File: src/rtl/regfile_pkg.sv
`default_nettype none
// ============================================================================
// Module  : regfile_pkg
// Brief   : Shared constants and helpers for the multi-port register file.
// Revision: 1.0 - initial release
// ============================================================================
package regfile_pkg;

    localparam int XLEN_DEFAULT  = 32;
    localparam int NREGS_DEFAULT = 32;

    // When two write ports hit the same register, the higher port index wins.
    localparam bit c_WR_HIGHEST_WINS = 1'b1;

    function automatic int aw_of(input int n);
        return $clog2(n);
    endfunction

endpackage
`default_nettype wire

File: src/rtl/regfile_mp_if.sv
`default_nettype none
// ============================================================================
// Module  : regfile_mp_if
// Brief   : Read/write/issue/debug bundle between the pipeline and regfile_mp.
// Revision: 1.0 - initial release
// ============================================================================
interface regfile_mp_if
    import regfile_pkg::*;
#(
    parameter int XLEN  = XLEN_DEFAULT,
    parameter int NREGS = NREGS_DEFAULT,
    parameter int NRD   = 2,
    parameter int NWR   = 1
);
    localparam int AW = aw_of(NREGS);

    logic [NRD*AW-1:0]   rd_addr;
    logic [NRD*XLEN-1:0] rd_data;
    logic [NRD-1:0]      rd_busy;
    logic [NWR-1:0]      wr_en;
    logic [NWR*AW-1:0]   wr_addr;
    logic [NWR*XLEN-1:0] wr_data;
    logic                iss_valid;
    logic [AW-1:0]       iss_rd;
    logic [AW-1:0]       dbg_addr;
    logic [XLEN-1:0]     dbg_data;

    modport master (
        output rd_addr, wr_en, wr_addr, wr_data, iss_valid, iss_rd, dbg_addr,
        input  rd_data, rd_busy, dbg_data
    );

    modport slave (
        input  rd_addr, wr_en, wr_addr, wr_data, iss_valid, iss_rd, dbg_addr,
        output rd_data, rd_busy, dbg_data
    );

endinterface
`default_nettype wire

File: src/rtl/rf_scoreboard.sv
`default_nettype none
// ============================================================================
// Module  : rf_scoreboard
// Brief   : Per-register busy bits with issue/writeback update and read masking.
// Revision: 1.0 - initial release
// ============================================================================
module rf_scoreboard
    import regfile_pkg::*;
#(
    parameter int NREGS = NREGS_DEFAULT,
    parameter int NWR   = 1,
    parameter int NRD   = 2,
    parameter int AW    = aw_of(NREGS)
) (
    input  wire logic              clk,
    input  wire logic              rst_n,
    input  wire logic [NRD*AW-1:0] i_rd_addr,
    input  wire logic [NWR-1:0]    i_wr_en,
    input  wire logic [NWR*AW-1:0] i_wr_addr,
    input  wire logic              i_iss_valid,
    input  wire logic [AW-1:0]     i_iss_rd,
    output logic      [NRD-1:0]    o_rd_busy
);

    logic [NREGS-1:0] r_busy;
    logic [NREGS-1:0] w_busy_nxt;

    // Clears are applied first so a same-cycle issue to the same register wins.
    always_comb begin
        w_busy_nxt = r_busy;
        for (int j = 0; j < NWR; j++) begin
            if (i_wr_en[j]) begin
                w_busy_nxt[i_wr_addr[j*AW +: AW]] = 1'b0;
            end
        end
        if (i_iss_valid) begin
            w_busy_nxt[i_iss_rd] = 1'b1;
        end
        w_busy_nxt[0] = 1'b0;
    end

    always_ff @(posedge clk or negedge rst_n) begin
        if (!rst_n) begin
            r_busy <= '0;
        end else begin
            r_busy <= w_busy_nxt;
        end
    end

    for (genvar k = 0; k < NRD; k++) begin : g_rd_busy
        logic [AW-1:0] w_ra;
        logic          w_hit;

        assign w_ra = i_rd_addr[k*AW +: AW];

        always_comb begin
            w_hit = 1'b0;
            for (int j = 0; j < NWR; j++) begin
                if (i_wr_en[j] && (i_wr_addr[j*AW +: AW] == w_ra)) begin
                    w_hit = 1'b1;
                end
            end
        end

        assign o_rd_busy[k] = r_busy[w_ra] & ~w_hit;
    end

endmodule
`default_nettype wire

File: src/rtl/regfile_mp.sv
`default_nettype none
// ============================================================================
// Module  : regfile_mp
// Brief   : NRD-read / NWR-write register file with same-cycle bypass and busy scoreboard.
// Revision: 1.0 - initial release
// ============================================================================
module regfile_mp
    import regfile_pkg::*;
#(
    parameter int XLEN  = XLEN_DEFAULT,
    parameter int NREGS = NREGS_DEFAULT,
    parameter int NRD   = 2,
    parameter int NWR   = 1
) (
    input wire logic     clk,
    input wire logic     rst_n,
    regfile_mp_if.slave  bus
);

    localparam int AW = aw_of(NREGS);

    logic [XLEN-1:0] r_mem [NREGS];
    logic [AW-1:0]   w_wa  [NWR];
    logic [XLEN-1:0] w_wd  [NWR];

    // Order in which write ports are applied; the last one applied wins.
    function automatic int wr_port(input int j);
        return c_WR_HIGHEST_WINS ? j : (NWR - 1 - j);
    endfunction

    for (genvar p = 0; p < NWR; p++) begin : g_wr
        assign w_wa[p] = bus.wr_addr[p*AW +: AW];
        assign w_wd[p] = bus.wr_data[p*XLEN +: XLEN];
    end

    always_ff @(posedge clk or negedge rst_n) begin
        if (!rst_n) begin
            for (int i = 0; i < NREGS; i++) begin
                r_mem[i] <= '0;
            end
        end else begin
            for (int j = 0; j < NWR; j++) begin
                if (bus.wr_en[wr_port(j)] && (w_wa[wr_port(j)] != '0)) begin
                    r_mem[w_wa[wr_port(j)]] <= w_wd[wr_port(j)];
                end
            end
        end
    end

    for (genvar k = 0; k < NRD; k++) begin : g_rd
        logic [AW-1:0]   w_ra;
        logic [XLEN-1:0] w_data;

        assign w_ra = bus.rd_addr[k*AW +: AW];

        // The reset gate keeps in-flight write data off the bypass while rst_n is low.
        always_comb begin
            w_data = r_mem[w_ra];
            for (int j = 0; j < NWR; j++) begin
                if (bus.wr_en[wr_port(j)] && (w_wa[wr_port(j)] == w_ra)) begin
                    w_data = w_wd[wr_port(j)];
                end
            end
            if ((w_ra == '0) || !rst_n) begin
                w_data = '0;
            end
        end

        assign bus.rd_data[k*XLEN +: XLEN] = w_data;
    end

    assign bus.dbg_data = (bus.dbg_addr == '0) ? '0 : r_mem[bus.dbg_addr];

    rf_scoreboard #(
        .NREGS (NREGS),
        .NWR   (NWR),
        .NRD   (NRD),
        .AW    (AW)
    ) u_scoreboard (
        .clk         (clk),
        .rst_n       (rst_n),
        .i_rd_addr   (bus.rd_addr),
        .i_wr_en     (bus.wr_en),
        .i_wr_addr   (bus.wr_addr),
        .i_iss_valid (bus.iss_valid),
        .i_iss_rd    (bus.iss_rd),
        .o_rd_busy   (bus.rd_busy)
    );

endmodule
`default_nettype wire

File: src/flat_wrapper.sv
// flat-port wrapper written by rule: the top's interface ports become plain ports
module regfile_mp_flat import regfile_pkg::*;
#(
    parameter int XLEN  = XLEN_DEFAULT,
    parameter int NREGS = NREGS_DEFAULT,
    parameter int NRD   = 2,
    parameter int NWR   = 1
)
  (clk, rst_n, bus_rd_addr, bus_wr_en, bus_wr_addr, bus_wr_data, bus_iss_valid, bus_iss_rd, bus_dbg_addr, bus_rd_data, bus_rd_busy, bus_dbg_data);
  regfile_mp_if #(.XLEN(XLEN), .NREGS(NREGS), .NRD(NRD), .NWR(NWR)) bus_i ();
  input wire logic clk;
  input wire logic rst_n;
  input wire logic [$bits(bus_i.rd_addr)-1:0] bus_rd_addr;
  input wire logic [$bits(bus_i.wr_en)-1:0] bus_wr_en;
  input wire logic [$bits(bus_i.wr_addr)-1:0] bus_wr_addr;
  input wire logic [$bits(bus_i.wr_data)-1:0] bus_wr_data;
  input wire logic [$bits(bus_i.iss_valid)-1:0] bus_iss_valid;
  input wire logic [$bits(bus_i.iss_rd)-1:0] bus_iss_rd;
  input wire logic [$bits(bus_i.dbg_addr)-1:0] bus_dbg_addr;
  output wire logic [$bits(bus_i.rd_data)-1:0] bus_rd_data;
  output wire logic [$bits(bus_i.rd_busy)-1:0] bus_rd_busy;
  output wire logic [$bits(bus_i.dbg_data)-1:0] bus_dbg_data;
  assign bus_i.rd_addr = bus_rd_addr;
  assign bus_i.wr_en = bus_wr_en;
  assign bus_i.wr_addr = bus_wr_addr;
  assign bus_i.wr_data = bus_wr_data;
  assign bus_i.iss_valid = bus_iss_valid;
  assign bus_i.iss_rd = bus_iss_rd;
  assign bus_i.dbg_addr = bus_dbg_addr;
  assign bus_rd_data = bus_i.rd_data;
  assign bus_rd_busy = bus_i.rd_busy;
  assign bus_dbg_data = bus_i.dbg_data;
  regfile_mp #(.XLEN(XLEN), .NREGS(NREGS), .NRD(NRD), .NWR(NWR)) u_core (.clk(clk), .rst_n(rst_n), .bus(bus_i));
endmodule
File: config.mk
export PLATFORM = sky130hd
export DESIGN_NAME = regfile_mp_flat
export DESIGN_NICKNAME = d
export VERILOG_FILES = /design/src/rtl/regfile_pkg.sv /design/src/rtl/regfile_mp_if.sv /design/src/rtl/rf_scoreboard.sv /design/src/rtl/regfile_mp.sv /design/src/flat_wrapper.sv
export SDC_FILE = /design/constraint.sdc
export NUM_CORES = 2
export LEC_CHECK = 0
export CORE_MARGIN = 2
export CORE_UTILIZATION = 40
export CTS_CLUSTER_DIAMETER = 50
export DETAILED_ROUTE_END_ITERATION = 12
export PLACE_DENSITY = 0.68
export SYNTH_ARGS = -nofsm -noshare
export SYNTH_HDL_FRONTEND = slang
export SYNTH_HIERARCHICAL = 1
export SYNTH_SLANG_ARGS = --single-unit
File: constraint.sdc
create_clock -name clk -period 4.6 [get_ports clk]
set_input_delay 0.46 -clock clk [delete_from_list [all_inputs] [get_ports clk]]
set_output_delay 0.46 -clock clk [all_outputs]
set_load 0.05 [all_outputs]
==> metrics.cfg <==
[outcome]
outcome = finished, final reports clean

[job]
max_cap_viol_count = 0

[sta]
layout_min_cycle_time_ns = 4.31
timing.slew.headroom = 0.0916
fin_setup_tns_ns = 0
rsz0062_at_grt = no
final_max_slew_violation_count = 0
max_freq_ghz = 0.232
worst_slew_pin_slew_ns = 1.36
setup-violations-final = 0
hold_viol_final = 0
worst_clock_skew_ns = 0
finalCritPeriodShare = 0.936
layout_setup_ws_ns = 0.295

[clocking]
clock-sinks = 1055
clkTransAtPathRegs_ns = 0.06
cts-htree-levels = 4
cts_repair_resize_count = 0
clock-root-buffer = clkbuf_16
cts_made_buffers = 137
insertion_delay_ns = 0.78
tritoncts = done
maximum_buffer_depth_of_the_clock_tree = 3
cts.repair_timing.setup_buffer_count = 0

[yosys]
ys_types = 59
number_of_instances_in_the_synthesized_netlist = 4585
yosysMostFrequentCell = mux2_2
netlist.area_leader.share = 0.405
synth.yosys.warnings = 6
synth_ff_type = dfrtp_1
postSynthAreaPerCell_sq_um = 14.2
synth.cells.most_frequent = mux2_2, dfrtp_1, mux4_2, clkbuf_1, mux2i_1
register_bit_count_reported_by_yosys = 1055
synth.area.top_cells = dfrtp_1, mux4_2, mux2_2
synth_sequential_area_ratio = 0.405
syn-cell-area_sq_mm = 0.0651
syn_nets = 4646
synth_edf_count = 0
post_synthesis_async_set_or_reset_flop_share = 1.00
synth_top_cell_by_area = dfrtp_1

[worst_setup_path]
crit_arrival_ns = 3.85
cpMaxStageDelayCell = clkdlybuf4s50_1
worstSetupStartpointType = primary input
critical_path.max_stage_delay_ns = 0.88
critical_path.cell_chain = clkdlybuf4s50_1 -> xnor2_1 -> nand4_1 -> nor3_2 -> buf_4 -> and2b_2 -> a221o_1 -> buf_12
worstSetupEndpointType = output pin
worstSetupPathType = in -> out
cp_data_required_time_ns = 4.14
reg2regPathDepth = 1
worst_r2r_endpoint = u_core/r_mem[240]
r2r_slack_ns = 3.76
worstPathMaxFanout = 16
crit-reg2reg-launch = u_core/r_mem[240]

[power]
power_per_cell_area_mw_per_mm2 = 431
static-leakage-power_nw = 30.9
power_w = 0.0322
peakVddDrop_mv = 0.372

[cells_and_area]
final_core_util = 0.461
final_cell_area_sq_mm = 0.0747
nNetsFinal = 4620
synthToLayoutAreaGrowth_pct = 14.7
num-fill-cells = 14100
post_route_cells_drive_above_1_share = 0.502

[floorplanning]
initial_core_utilization = 0.402
fp.coreArea_sq_mm = 0.162
die_h_um = 408
fp-row-count = 148
die_w_um = 408
boundaryPins = 159
floorplan.die_area_sq_mm = 0.166

[placement]
port_buffers = 158
gp_routability_congestion = 0.888
dpl-instance-area_sq_mm = 0.0700
setup_slack_placement_ns = 0.400
place_hpwl_um = 141000

[detailed_routing]
antenna_violating_nets_post_route = 0
detailedRoute.firstPassIterationCount = 7
initialDrtViolationCount = 6349
vias = 47400
detail_route.drc_violations = 0
wl_per_cell_um = 35.2
wl_final_um = 241000
drt-vias-per-instance = 6.93

[global_routing]
number_of_global_route_vias_before_repair = 47000
grt_pass1_wl_um = 346000
globalRouteTotalUtil = 0.286
grt.overflow.total = 0
grt_start_max_net_pins = 176
grt_antenna_before_repair = 3

[worst_hold_path]
hold_path_class = in -> async

registers in the layout, indices dropped and copies added, names as in the netlist:
name and count:
u_core/u_scoreboard/r_busy 31, u_core/r_mem 1024
timing repair:
| item | 4_1_cts | 5_1_grt |
|---|---|---|
| hold buffers | 1 | 0 |
| endpoints found under the setup margin | 0 | 0 |
| hold endpoints to repair | 28 | 0 |
kinds of logic (layout without fill, tap and decap cells):
kind of cell / after synthesis / after routing / synth area share
DFF: 1055 / 1055 / 0.405
buffers and inverters: 581 / 660 / 0.0407
muxes: 2009 / 2009 / 0.461
other: 0 / 2 / 0
and+or+nand+nor: 309 / 309 / 0.0228
AOI/OAI and AO/OA: 611 / 611 / 0.0674
xor gates and xnor gates: 20 / 20 / 0.00269
worst max-delay path by stage:
stage	start	end	slack, ns	depth (start not counted)
floorplan	bus_rd_addr[2]	bus_rd_data[19]	1.45	8
global placement	bus_wr_addr[1]	bus_rd_data[44]	0.39	8
detailed placement	bus_wr_addr[1]	bus_rd_data[44]	0.40	8
CTS	bus_wr_addr[1]	bus_rd_data[44]	0.39	8
global route	bus_wr_addr[1]	bus_rd_data[54]	0.28	9
finish	bus_wr_addr[1]	bus_rd_data[42]	0.29	8
layout by cell type, fill, tap and decap left out, drive strengths merged, types with 3 or more instances in the layout:
cell	count
mux2	1058
dfrtp	1055
mux4	687
buf	303
mux2i	264
o21ai	189
clkbuf	172
a221oi	126
a22oi	95
nor2	91
nand2	90
clkdlybuf4s50	71
a221o	63
inv	56
nand3	40
o211ai	32
a31oi	32
o221ai	31
a21oi	31
nand2b	31
clkinv	31
nand3b	16
bufinv	15
clkinvlp	11
xnor2	10
xor2	10
or3b	6
nor3b	6
nor4	5
nor3	5
nor2b	4
and3	4
nand4	3
or2	3
per-layer routing:
| metal | up-vias | GRT usage | part of all wire |
|---|---|---|---|
| met4 | 2 | 0.158 | 0.064 |
| met3 | 764 | 0.0899 | 0.12 |
| met1 | 25000 | 0.385 | 0.38 |
| met2 | 3371 | 0.410 | 0.43 |
| met5 | - | 0 | 0.000054 |
| li1 | 18200 | - | - |
layout make-up:
class,instances,area (sq um),share of cell area
flip-flops and latches,1055,26400,0.353
well taps,2175,2720,0.0364
diodes,2,5.00,0.0000670
repair buffers,375,4270,0.0571
clock inverters,72,901,0.0121
inverters,41,159,0.00213
multi-input cells,2949,36400,0.488
clock buffers,172,3810,0.0510
per-stage QoR:
stage / hold slack (ns) / instances
final: 0.170 / 6841
after detailed placement: 0.389 / 6594
after CTS: 0.135 / 6839
after global routing: 0.169 / 6839
after global placement: 0.385 / 6594
after floorplan: 0.164 / 4585
power by group:
| part | switching [W] | internal, W |
|---|---|---|
| Clock | 0.00444 | 0.00675 |
| Combinational | 0.00369 | 0.00448 |
| Sequential | 0.00175 | 0.0111 |
| Total | 0.00988 | 0.0223 |
critical path, delay by kind of cell:
kind / cells / cell delay [ns]
AND/OR/NAND/NOR: 3 / 1.32
buffers and inverters: 3 / 1.24
AO/OA/AOI/OAI: 1 / 0.58
XOR/XNOR: 1 / 0.19
No activity file was read; power rests on OpenSTA's default activity.
